==> config.mk <==
export PLATFORM = sky130hd
export DESIGN_NAME = mvu_apb_cfg_requester
export DESIGN_NICKNAME = d
export VERILOG_FILES = /design/src/rtl/mvu_pkg.sv /design/src/rtl/mvu_apb_cmd_fifo.sv /design/src/rtl/mvu_apb_cfg_requester.sv
export SDC_FILE = /design/constraint.sdc
export NUM_CORES = 1
export LEC_CHECK = 0
export ABC_CLOCK_PERIOD_IN_PS = 5200
export CAP_MARGIN = 15
export CORE_UTILIZATION = 45
export DETAILED_ROUTE_END_ITERATION = 16
export HOLD_SLACK_MARGIN = 0.06
export PLACE_DENSITY = 0.76
export REMOVE_ABC_BUFFERS = 1
export SKIP_LAST_GASP = 1
export SLEW_MARGIN = 15
export SYNTH_ARGS = -nofsm -noshare
export SYNTH_HDL_FRONTEND = slang
export SYNTH_SLANG_ARGS = --single-unit
==> constraint.sdc <==
create_clock -name clk -period 5.2 [get_ports clk]
set_input_delay 0.52 -clock clk [delete_from_list [all_inputs] [get_ports clk]]
set_output_delay 0.52 -clock clk [all_outputs]
set_load 0.005 [all_outputs]
==> src/rtl/mvu_pkg.sv <==
// mvu_pkg: shared MVU types and constants.
// Contents:
//   APB_ADDR_WIDTH / APB_DATA_WIDTH - default APB bus widths. paddr[AW-1:12]
//                                     selects an MVU and paddr[11:0] selects a CSR.
//   APB_REQ_TIMEOUT                 - default ACCESS wait limit for the APB requester.
//   apb_req_t                       - one queued APB command {write, addr, wdata}.
//   apb_req_state_t                 - APB requester FSM state encoding.
package mvu_pkg;

  localparam int APB_ADDR_WIDTH  = 16;
  localparam int APB_DATA_WIDTH  = 32;
  localparam int APB_REQ_TIMEOUT = 255;

  typedef struct packed {
    logic                      write;
    logic [APB_ADDR_WIDTH-1:0] addr;
    logic [APB_DATA_WIDTH-1:0] wdata;
  } apb_req_t;

  typedef enum logic [1:0] {
    IDLE   = 2'd0,
    SETUP  = 2'd1,
    ACCESS = 2'd2,
    RESP   = 2'd3
  } apb_req_state_t;

endpackage

==> src/rtl/mvu_apb_cmd_fifo.sv <==
// mvu_apb_cmd_fifo: synchronous command FIFO for the APB requester.
// Ports:
//   clk, rst    - clock and synchronous active-high reset (flushes the FIFO).
//   push, din   - write din when push is high and the FIFO is not full.
//   pop, dout   - dout is the current head; pop advances it when not empty.
//   full, empty - occupancy flags, both derived from registered pointers.
module mvu_apb_cmd_fifo
  import mvu_pkg::*;
#(
  parameter int  DEPTH = 4,
  parameter type T     = apb_req_t
) (
  input  logic clk,
  input  logic rst,
  input  logic push,
  input  logic pop,
  input  T     din,
  output T     dout,
  output logic full,
  output logic empty
);

  localparam int PW = $clog2(DEPTH);

  T            mem_q [DEPTH];
  T            mem_d [DEPTH];
  logic [PW:0] wr_ptr_q, wr_ptr_d;
  logic [PW:0] rd_ptr_q, rd_ptr_d;

  // Pointers carry one extra wrap bit so full and empty can be told apart.
  assign empty = (wr_ptr_q == rd_ptr_q);
  assign full  = (wr_ptr_q[PW] != rd_ptr_q[PW]) &&
                 (wr_ptr_q[PW-1:0] == rd_ptr_q[PW-1:0]);
  assign dout  = mem_q[rd_ptr_q[PW-1:0]];

  always_comb begin
    mem_d    = mem_q;
    wr_ptr_d = wr_ptr_q;
    rd_ptr_d = rd_ptr_q;
    if (push && !full) begin
      mem_d[wr_ptr_q[PW-1:0]] = din;
      wr_ptr_d                = wr_ptr_q + 1'b1;
    end
    if (pop && !empty) begin
      rd_ptr_d = rd_ptr_q + 1'b1;
    end
  end

  // Storage is not reset; only the pointers define which entries are live.
  always_ff @(posedge clk) begin
    if (rst) begin
      wr_ptr_q <= '0;
      rd_ptr_q <= '0;
    end else begin
      wr_ptr_q <= wr_ptr_d;
      rd_ptr_q <= rd_ptr_d;
    end
    mem_q <= mem_d;
  end

endmodule

==> src/rtl/mvu_apb_cfg_requester.sv <==
// mvu_apb_cfg_requester: queues {write, addr, data} commands and runs them as
// APB SETUP/ACCESS transfers toward the MVU CSR completer, returning one
// response per command in order.
// Ports:
//   clk, rst                         - clock, synchronous active-high reset.
//   cmd_valid/cmd_ready, cmd_write,
//   cmd_addr, cmd_wdata              - command push side (ready = FIFO not full).
//   rsp_valid/rsp_ready, rsp_rdata,
//   rsp_err, rsp_timeout             - response side, held stable until consumed.
//   busy                             - FIFO non-empty or a transfer in progress.
//   psel, penable, pwrite, paddr,
//   pwdata, prdata, pready, pslverr  - flat APB master signals; a parent binds
//                                      them to mvu_apb_cfg_requester_if.
module mvu_apb_cfg_requester
  import mvu_pkg::*;
#(
  parameter int AW      = APB_ADDR_WIDTH,
  parameter int DW      = 32,
  parameter int DEPTH   = 4,
  parameter int TIMEOUT = APB_REQ_TIMEOUT
) (
  input  logic          clk,
  input  logic          rst,
  input  logic          cmd_valid,
  output logic          cmd_ready,
  input  logic          cmd_write,
  input  logic [AW-1:0] cmd_addr,
  input  logic [DW-1:0] cmd_wdata,
  output logic          rsp_valid,
  input  logic          rsp_ready,
  output logic [DW-1:0] rsp_rdata,
  output logic          rsp_err,
  output logic          rsp_timeout,
  output logic          busy,
  output logic          psel,
  output logic          penable,
  output logic          pwrite,
  output logic [AW-1:0] paddr,
  output logic [DW-1:0] pwdata,
  input  logic [DW-1:0] prdata,
  input  logic          pready,
  input  logic          pslverr
);

  localparam int TW = $clog2(TIMEOUT + 1);

  localparam logic [1:0] ST_IDLE   = IDLE;
  localparam logic [1:0] ST_SETUP  = SETUP;
  localparam logic [1:0] ST_ACCESS = ACCESS;
  localparam logic [1:0] ST_RESP   = RESP;

  // Timer value seen in the last allowed ACCESS cycle before aborting.
  localparam logic [TW-1:0] TIMER_LAST = TW'(TIMEOUT - 1);

  // Same layout as apb_req_t, sized to this instance's bus widths.
  typedef struct packed {
    logic          write;
    logic [AW-1:0] addr;
    logic [DW-1:0] wdata;
  } req_t;

  logic [1:0]    state_q, state_d;
  logic [TW-1:0] timer_q, timer_d;
  logic [AW-1:0] paddr_q, paddr_d;
  logic [DW-1:0] pwdata_q, pwdata_d;
  logic          pwrite_q, pwrite_d;
  logic [DW-1:0] rdata_q, rdata_d;
  logic          err_q, err_d;
  logic          timeout_q, timeout_d;

  req_t fifo_din;
  req_t fifo_head;
  logic fifo_push;
  logic fifo_pop;
  logic fifo_full;
  logic fifo_empty;

  assign fifo_din  = '{write: cmd_write, addr: cmd_addr, wdata: cmd_wdata};
  assign fifo_push = cmd_valid && !fifo_full;

  mvu_apb_cmd_fifo #(
    .DEPTH (DEPTH),
    .T     (req_t)
  ) u_cmd_fifo (
    .clk   (clk),
    .rst   (rst),
    .push  (fifo_push),
    .pop   (fifo_pop),
    .din   (fifo_din),
    .dout  (fifo_head),
    .full  (fifo_full),
    .empty (fifo_empty)
  );

  // Response fields are rewritten only when an ACCESS phase ends, so they stay
  // stable for the whole RESP phase regardless of the bus.
  always_comb begin
    state_d   = state_q;
    timer_d   = timer_q;
    paddr_d   = paddr_q;
    pwdata_d  = pwdata_q;
    pwrite_d  = pwrite_q;
    rdata_d   = rdata_q;
    err_d     = err_q;
    timeout_d = timeout_q;
    fifo_pop  = 1'b0;
    case (state_q)
      ST_IDLE: begin
        if (!fifo_empty) begin
          fifo_pop = 1'b1;
          paddr_d  = fifo_head.addr;
          pwdata_d = fifo_head.wdata;
          pwrite_d = fifo_head.write;
          state_d  = ST_SETUP;
        end
      end
      ST_SETUP: begin
        state_d = ST_ACCESS;
      end
      ST_ACCESS: begin
        if (pready) begin
          rdata_d   = pwrite_q ? '0 : prdata;
          err_d     = pslverr;
          timeout_d = 1'b0;
          timer_d   = '0;
          state_d   = ST_RESP;
        end else if (timer_q == TIMER_LAST) begin
          rdata_d   = '0;
          err_d     = 1'b1;
          timeout_d = 1'b1;
          timer_d   = '0;
          state_d   = ST_RESP;
        end else begin
          timer_d = timer_q + 1'b1;
        end
      end
      ST_RESP: begin
        if (rsp_ready) begin
          state_d = ST_IDLE;
        end
      end
      default: begin
        state_d = ST_IDLE;
      end
    endcase
  end

  always_ff @(posedge clk) begin
    if (rst) begin
      state_q   <= ST_IDLE;
      timer_q   <= '0;
      paddr_q   <= '0;
      pwdata_q  <= '0;
      pwrite_q  <= 1'b0;
      rdata_q   <= '0;
      err_q     <= 1'b0;
      timeout_q <= 1'b0;
    end else begin
      state_q   <= state_d;
      timer_q   <= timer_d;
      paddr_q   <= paddr_d;
      pwdata_q  <= pwdata_d;
      pwrite_q  <= pwrite_d;
      rdata_q   <= rdata_d;
      err_q     <= err_d;
      timeout_q <= timeout_d;
    end
  end

  // APB strobes decode straight from the registered state, so a timeout
  // (ACCESS -> RESP) drops psel/penable in the same cycle rsp_valid rises.
  assign psel        = (state_q == ST_SETUP) || (state_q == ST_ACCESS);
  assign penable     = (state_q == ST_ACCESS);
  assign pwrite      = pwrite_q;
  assign paddr       = paddr_q;
  assign pwdata      = pwdata_q;
  assign rsp_valid   = (state_q == ST_RESP);
  assign rsp_rdata   = rdata_q;
  assign rsp_err     = err_q;
  assign rsp_timeout = timeout_q;
  assign cmd_ready   = !fifo_full;
  assign busy        = !fifo_empty || (state_q != ST_IDLE);

endmodule

### Word-level counts from Yosys, hierarchy flattened

Cells that the tools add are included.
Widths: inputs -> output; s select.

| storage, ports and cells | value |
|---|---|
| register bits after elaboration | 295 |
| latch bits | 0 |
| bits in writable memories | 0 |
| bits in read-only memories | 0 |
| bits of input ports | 87 |
| output and inout bits | 88 |
| word-level logic and storage cells | 77 |
| memories | 0 |

| cells by class | value |
|---|---|
| add/subtract/negate cells | 3 |
| multipliers | 0 |
| div/mod/pow operators | 0 |
| $lt $le $gt $ge | 3 |
| equality and inequality tests | 10 |
| shift-type cells | 0 |
| multiplexer cells | 21 |
| bitwise gates (word level) | 3 |
| reductions and logical operators | 15 |

Operators with widths:

| operator | count |
|---|---|
| $bwmux 196 | 1 |
| $mux 49 | 3 |
| $bmux 49 s2 | 1 |
| $demux 49 s2 | 1 |
| $mux 32 | 3 |
| $mux 8 | 2 |
| $add 8x1->8 const B | 1 |
| $eq 8x8->1 const B | 1 |
| $mux 2 | 4 |
| $pmux 2 s4 | 1 |
| $add 3x1->3 const B | 2 |
| $ge 3x3->1 const B | 2 |
| $not 2->3 | 2 |
| $logic_and 1x1->1 | 5 |
| $mux 1 | 5 |
| $eq 2x2->1 const B | 2 |
| $reduce_and 2->1 | 2 |
| $reduce_bool 2->1 | 2 |
| $eq 3x3->1 | 1 |
| $lt 3x1->1 const B | 1 |
| $ne 3x1->1 const B | 1 |
| $reduce_and 3->1 | 1 |
| $eq 2x1->1 const B | 1 |
| $eq 2x2->1 | 1 |
| other kinds (7) | 9 |

### Longest topological paths before layout

| logic depth | value |
|---|---|
| depth in word-level cells | 6 |
| gate-level depth with buffers | 7 |
| gate-level depth less buffers | 6 |

### Modules after synthesis

A second synthesis with hierarchy kept.

| unflattened totals | value |
|---|---|
| cells, all modules | 681 |
| area total of the unflattened synthesis | 10862.9 um^2 |

By module, submodules not included:

| module | times used | cells an instance | area each (um^2) | sequential area each (um^2) |
|---|---|---|---|---|
| mvu_apb_cmd_fifo | 1 | 324 | 7593.5 | 6005.8 |
| mvu_apb_cfg_requester | 1 | 357 | 3269.4 | 1861.8 |

### Least setup slack after synthesis

No wires, ideal clock.

| timing | value |
|---|---|
| path kind | reg-to-reg |
| from | register u_cmd_fifo.rd_ptr_q[1] |
| to | register u_cmd_fifo.mem_q[0] in the netlist's numbering (enable) |
| data arrival time | 2.244 ns |
| data required time | 4.788 ns |
| setup slack | 2.544 ns |
| stages on the path, launching flop included | 5 |
| buffers on the path | 1 |
| cell sequence | dfxtp_1 -> buf_2 -> xor2_2 -> o31a_1 -> and2_1 |

| on the way | value |
|---|---|
| word-level cells in the longest chain between the ends | 5 |

RTL lines:

| element | line | source |
|---|---|---|
| start, declared | mvu_apb_cmd_fifo.sv:28 | `logic [PW:0] rd_ptr_q, rd_ptr_d;` |
| start signal, assigned | mvu_apb_cmd_fifo.sv:56 | `rd_ptr_q <= rd_ptr_d;` |
| $eq 2x2->1 * | mvu_apb_cmd_fifo.sv:33 | `(wr_ptr_q[PW-1:0] == rd_ptr_q[PW-1:0]);` |
| $logic_and 1x1->1 * | mvu_apb_cmd_fifo.sv:32 | `assign full = (wr_ptr_q[PW] != rd_ptr_q[PW]) &&` |
| $logic_not 1->1 * | mvu_apb_cmd_fifo.sv:40, mvu_apb_cfg_requester.sv:79 |  |
| $logic_and 1x1->1 | mvu_apb_cfg_requester.sv:79 | `assign fifo_push = cmd_valid && !fifo_full;` |
| $logic_and 1x1->1 * | mvu_apb_cmd_fifo.sv:40 | `if (push && !full) begin` |
| end signal, assigned | mvu_apb_cmd_fifo.sv:58 | `mem_q <= mem_d;` |
| end, declared | mvu_apb_cmd_fifo.sv:25 | `T mem_q [DEPTH];` |

Mark *: on every way between the ends. The rest lies on a longest branch, timed or not.
A chain may end at the register's enable or synchronous reset.

### Final worst setup path

| timing | value |
|---|---|
| from | register u_cmd_fifo.rd_ptr_q[1] |
| to | register u_cmd_fifo.mem_q[5] in the netlist's numbering (enable) |

Same word-level chain as after synthesis.

==> flow_metrics.py <==
metrics = {
    "outcome": {
        "outcome": "finished, final reports clean",
    },
    "synth": {
        "synth-seq-cells": 295,
        "post-synth-top-area-cell": "edfxtp_1",
        "yosysWarnings": 0,
        "ys_async_sr_fraction": 0,
        "yosys.area.top_type_share": 0.539,
        "synth_most_common_cell": "edfxtp_1",
        "synthCells": 656,
        "postSynthAreaPerCell_sq_um": 16.7,
        "ys.flop_type": "edfxtp_1",
        "yosysSeqAreaShare": 0.720,
        "synth_area_sq_um": 10900,
        "synth_edf_count": 196,
        "yosys-top-cells-count": "edfxtp_1, dfxtp_1, nand2_1",
        "synth_top_cells_by_area": "edfxtp_1, dfxtp_1, mux4_2, nand2_1, a22o_1",
        "yosys.cell_types.count": 42,
    },
    "min_path": {
        "hold_depth": 2,
        "hold_class": "reg -> reg",
    },
    "detailed_routing": {
        "finalWirelength_um": 22200,
        "drtPass1Iterations": 5,
        "viasPerCell": 5.16,
        "wl_per_cell_um": 18.9,
        "drt_iter0_drc": 523,
        "postRouteAntennaNets": 0,
        "drt_drc_violations_left": 0,
        "vias": 6062,
    },
    "critical_path": {
        "crit_buf_inv": 2,
        "crit_path_cell_trace": "buf_4 -> xor2_2 -> o31a_1 -> and2_2 -> buf_4",
        "cp_top_family": "buffers and inverters",
        "path_common_cell": "buf_4",
        "cp-start-kind": "flop",
        "max_stage_delay_ns": 0.64,
        "crit_fanout": 52,
        "cp.depth": 5,
        "critPathSlowestCell": "and2_2",
        "arrival_ns": 3.29,
        "worstSetupPathType": "reg -> reg",
        "worstPathRequired_ns": 5.38,
        "r2r_cells": 5,
        "cp-end-kind": "flop",
    },
    "place": {
        "pre_cts_ws_ns": 2.11,
        "gp_congestion": 0.727,
        "port_buffers": 174,
        "dp_hpwl_um": 13600,
    },
    "timing": {
        "fin_hold_ws_ns": 0.461,
        "setup_viol": 0,
        "setup_slack_ns": 2.09,
        "max_slew_margin": 0.337,
        "slew_viol_final": 0,
        "timing.final.hold_violations": 0,
        "finalSetupTns_ns": 0,
        "max_freq_mhz": 322,
        "worst_slew_pin_slew_ns": 0.994,
        "rsz0062_at_grt": "no",
        "fin_crit_sh": 0.598,
        "finalCriticalPeriod_ns": 3.11,
        "skew_ns": 0.0128,
    },
    "power_and_ir_drop": {
        "leakagePower_nw": 4.62,
        "power_density_nw_per_um2": 490,
        "ir_drop_mv": 0.308,
        "power.total_mw": 6.82,
    },
    "cells_and_area": {
        "fill_cells": 1770,
        "diodes": 0,
        "drive_gt1_frac": 0.195,
        "final_nets": 932,
        "area_delta_synth_final_pct": 27.4,
        "final_util": 0.589,
    },
    "clock_tree": {
        "clock_sinks": 295,
        "cts-root-buf": "clkbuf_16",
        "cts_tree": "yes",
        "clk-insertion-delay-late_ns": 0.53,
        "clockBufferDepth": 3,
        "clk_pin_slew_ns": 0.06,
        "htreeDepth": 1,
        "holdBufCountCts": 0,
        "cts_resized": 0,
        "cts_setup_buffers": 0,
        "cts_inserted_buffers": 29,
    },
    "die": {
        "io_pins": 175,
        "core_sq_um": 23600,
        "die_area_sq_um": 24900,
        "rows": 56,
        "start_util": 0.463,
        "die_x_um": 158,
        "die_h_um": 158,
    },
    "global_route": {
        "track_usage": 0.177,
        "grt_pass1_wl_um": 33500,
        "antenna_found_initial": 0,
        "grt_pass1_vias": 6078,
        "grt-ovfl-total": 0,
        "grt_max_degree": 65,
    },
    "job": {
        "cap_violations": 0,
    },
}
==> logic make-up (layout without fill, tap and decap cells) <==
kind of cell | after synthesis | in the layout | synth area share
mux | 51 | 51 | 0.103
flops | 295 | 295 | 0.720
buf+inv | 47 | 247 | 0.0271
simple gates | 140 | 140 | 0.0565
fa+ha+maj | 11 | 11 | 0.0126
compound gates | 100 | 100 | 0.0688
xor+xnor | 12 | 12 | 0.0117
==> power breakdown <==
part / total (mW) / internal (mW) / leakage [nW] / switching, mW
clock: 2.16 / 1.30 / 0.497 / 0.854
sequential: 2.89 / 2.77 / 2.61 / 0.119
combinational: 1.77 / 0.867 / 1.51 / 0.900
total: 6.82 / 4.94 / 4.62 / 1.87
==> worst min-delay path: stages, from the launching register on <==
cell and delay [ns]:
dfxtp_1 0.31, nand2_1 0.05, a21oi_1 0.05
==> metal layers <==
metal | track usage | wire length (um) | vias up
li1 | - | - | 2824
met2 | 0.294 | 10400 | 234
met4 | 0.0388 | 295 | 0
met5 | 0 | 0 | -
met3 | 0.0441 | 2040 | 31
met1 | 0.236 | 9440 | 2973
==> cells in the final DEF (no fill, tap or decap), types with 10 or more instances in the layout <==
cell type / instances
edfxtp_1: 196
clkdlybuf4s50_1: 173
dfxtp_1: 97
nand2_1: 86
mux4_2: 49
a21oi_1: 32
a22o_1: 32
clkbuf_16: 31
nand2_2: 22
a21oi_2: 22
nor2_1: 16
ha_1: 11
buf_4: 11
inv_1: 10
==> flip-flops by register name, indices dropped and copies added (netlist names) <==
name and count:
paddr 16, pwdata 32, u_cmd_fifo.wr_ptr_q 3, rsp_timeout 1, pwrite 1, u_cmd_fifo.mem_q 196
timer_q 8, state_q 2, rsp_err 1, rsp_rdata 32, u_cmd_fifo.rd_ptr_q 3
==> cell type report <==
cell class,instances,area (sq um),share of cell area
Sequential cell,295,7870,0.566
Multi-Input combinational cell,314,2770,0.199
Timing Repair Buffer,184,1810,0.130
Clock buffer,38,852,0.0612
Tap cell,319,399,0.0287
Clock inverter,15,168,0.0120
Inverter,10,37.5,0.00270
==> final timing paths <==
path / from / endpoint / slack, ns
max: u_cmd_fifo.rd_ptr_q[1]$_SDFFE_PP0P_ / u_cmd_fifo.mem_q[5]$_DFFE_PP_ / 2.09
min: paddr[10]$_SDFFE_PP0P_ / paddr[10]$_SDFFE_PP0P_ / 0.46
max reg2reg: u_cmd_fifo.rd_ptr_q[1]$_SDFFE_PP0P_ / u_cmd_fifo.mem_q[5]$_DFFE_PP_ / 2.09
min reg2reg: paddr[10]$_SDFFE_PP0P_ / paddr[10]$_SDFFE_PP0P_ / 0.46
==> metrics by stage <==
stage / std cells / instance area (sq um)
floorplan: 619 / 10700
finish: 1175 / 13900
global route: 1175 / 13900
detailed placement: 1122 / 12900
global placement: 1122 / 12900
CTS: 1175 / 13900
Note: power is estimated with default switching activity, not from simulation.
==> edit, RTL diff (same flow settings) <==
One comparison of `timer_q` changes from == to >=.
--- a/src/rtl/mvu_apb_cfg_requester.sv
+++ b/src/rtl/mvu_apb_cfg_requester.sv
@@ -124,7 +124,7 @@
           timeout_d = 1'b0;
           timer_d   = '0;
           state_d   = ST_RESP;
-        end else if (timer_q == TIMER_LAST) begin
+        end else if (timer_q >= TIMER_LAST) begin
           rdata_d   = '0;
           err_d     = 1'b1;
           timeout_d = 1'b1;
Behaviour: same outputs for any inputs over 4 cycles, from zero or initial values and one cycle with rst high; that may be too few to reach the edited logic, so the function may still have changed.
==> edit against the unedited design <==
Synthesized area shrank 0.92%. Sequential cell count is the same. Synthesized cell count down 0.15%. Wire length is 1.5% lower. Combinational power down 5%. Setup slack improved by 0.48 ns. Final area decreased by 0.86%. Non-clock buffer count fell by 1. Total power shrank 1.8%. Global-route usage fell by 0.15 points. Critical path type unchanged. Critical endpoint is now u_cmd_fifo.mem_q[92]$_DFFE_PP_.
==> edit: results <==
group,metric,value,unit
cts,clock_latency,0.54,ns
synth,syn_inst,655,
cts,cts-root-buf,"clkbuf_16",
hold_path,worstHoldPathType,"reg -> reg",
synth,ys_top_cells_by_count,"edfxtp_1 (196), nand2_1 (106), dfxtp_1 (99), mux4_2 (49), a21oi_1 (38)",
timing,worstMarginPinSlew,1.17,ns
critical_path,critPathTopFamily,"simple AND/OR/NAND/NOR gates",
cts,numCtsBuffers,29,
cts,holdBufCountCts,0,
placed_design,io_buffers,174,
placed_design,dp_worst_setup_slack,2.36,ns
route,vias,6061,
route,firstDrtPassIters,5,
global_route,grt.met1_usage,23.1,%
global_route,grt_max_degree,66,
route,routedWlPerCell,18.6,µm
cts,path_clk_slew,0.06,ns
placed_design,hpwlAfterDp,13.5,mm
critical_path,path_max_fanout,28,
timing,clock_skew,0.00800,ns
critical_path,slowest_delay,0.76,ns
placed_design,dp_cells,1120,
route,drt_iter0_markers,475,
global_route,grt_pass1_vias,6027,
synth,synthFlopType,"edfxtp_1",
cts,post_cts_buffers,0,
synth,ys_warn_count,0,
outcome,status,"finished clean",
synth,yosys-top-cells-area,"edfxtp_1 (54%), dfxtp_1 (18%), mux4_2 (10%)",
synth,synth-edff-count,196,
cells_and_area,regMostFlops,"u_cmd_fifo.mem_q",
synth,synth.distinct_cells,42,
route,viasPerCell,5.16,
pwr,ir_worst_vdd,357,µV
global_route,grt_pass1_wl,33.0,mm
cts,ctsResizeCount,0,
global_route,antenna_found_initial,1,
cts,cts_max_level,1,
timing,tns,0,ns
pwr,leakagePower,0.00460,µW
placed_design,gp_congestion,0.720,
synth,seq_area_frac_synth,72.7,%
cts,cts_max_path_buffers,3,
global_route,grt_usage,17.6,%
cells_and_area,drive_gt1_share,16.0,%
global_route,grt_use_met3,3.99,%
critical_path,cpMaxStageDelayCell,"and2_2",
global_route,grt_use_met2,29.6,%
synth,synthArstFlopShare,0,%
cells_and_area,nets,930,
critical_path,worstPathArrival,2.85,ns
cells_and_area,largest_reg_flops,196,
## edit: layout make-up
| class | count | area, µm² |
|---|---|---|
| fillers | 1793 | 9750 |
| inverters | 9 | 33.8 |
| multi-input cells | 314 | 2700 |
| clock inverters | 17 | 199 |
| well taps | 319 | 399 |
| repair buffers | 183 | 1810 |
| clock buffers | 37 | 788 |
| flip-flops and latches | 295 | 7870 |
| diodes | 1 | 2.50 |
## edit: through the flow
stage / area [µm²] / total power, µW
4_1_cts: 13800 / 6780
6_report: 13800 / 6700
2_1_floorplan: 10600 / 3900
5_1_grt: 13800 / 7000
3_5_place_dp: 12800 / 4640
3_3_place_gp: 12800 / 4620
## edit: per-layer routing
metal / routed length [µm] / up-vias / share of wire, %
met5: 13 / - / 0.059
met4: 443 / 2 / 2.0
met3: 1700 / 39 / 7.8
met2: 10300 / 234 / 47
met1: 9440 / 2968 / 43
li1: - / 2818 / -
## edit: cells by family after synthesis
group           count (synthesis)  synth area share [%]
buf+inv                        46                  2.51
xor+xnor                       11                  1.10
simple gates                  141                  5.28
compound gates                100                  6.75
fa+ha+maj                      11                  1.27
mux                            51                  10.4
flops                         295                  72.7
## edit: worst paths after layout
check,start,to,slack [ns],depth (start not counted)
max reg2reg,u_cmd_fifo.wr_ptr_q[0]$_SDFFE_PP0P_,u_cmd_fifo.mem_q[92]$_DFFE_PP_,2.57,4
min reg2reg,pwdata[7]$_SDFFE_PP0P_,pwdata[7]$_SDFFE_PP0P_,0.46,2
min,pwdata[7]$_SDFFE_PP0P_,pwdata[7]$_SDFFE_PP0P_,0.46,2
max,u_cmd_fifo.wr_ptr_q[0]$_SDFFE_PP0P_,u_cmd_fifo.mem_q[92]$_DFFE_PP_,2.57,4
## edit: worst reg2reg max path, cell delays in order (launching register included)
cell and delay, ns:
dfxtp_1 0.47, xor2_2 0.31, o31a_1 0.31, and2_2 0.76, buf_4 0.45
## edit: report_power, final
part           internal [µW]  switching, µW
Combinational            839            840
Sequential              2770            119
Clock                   1270            856
Total                   4880           1810
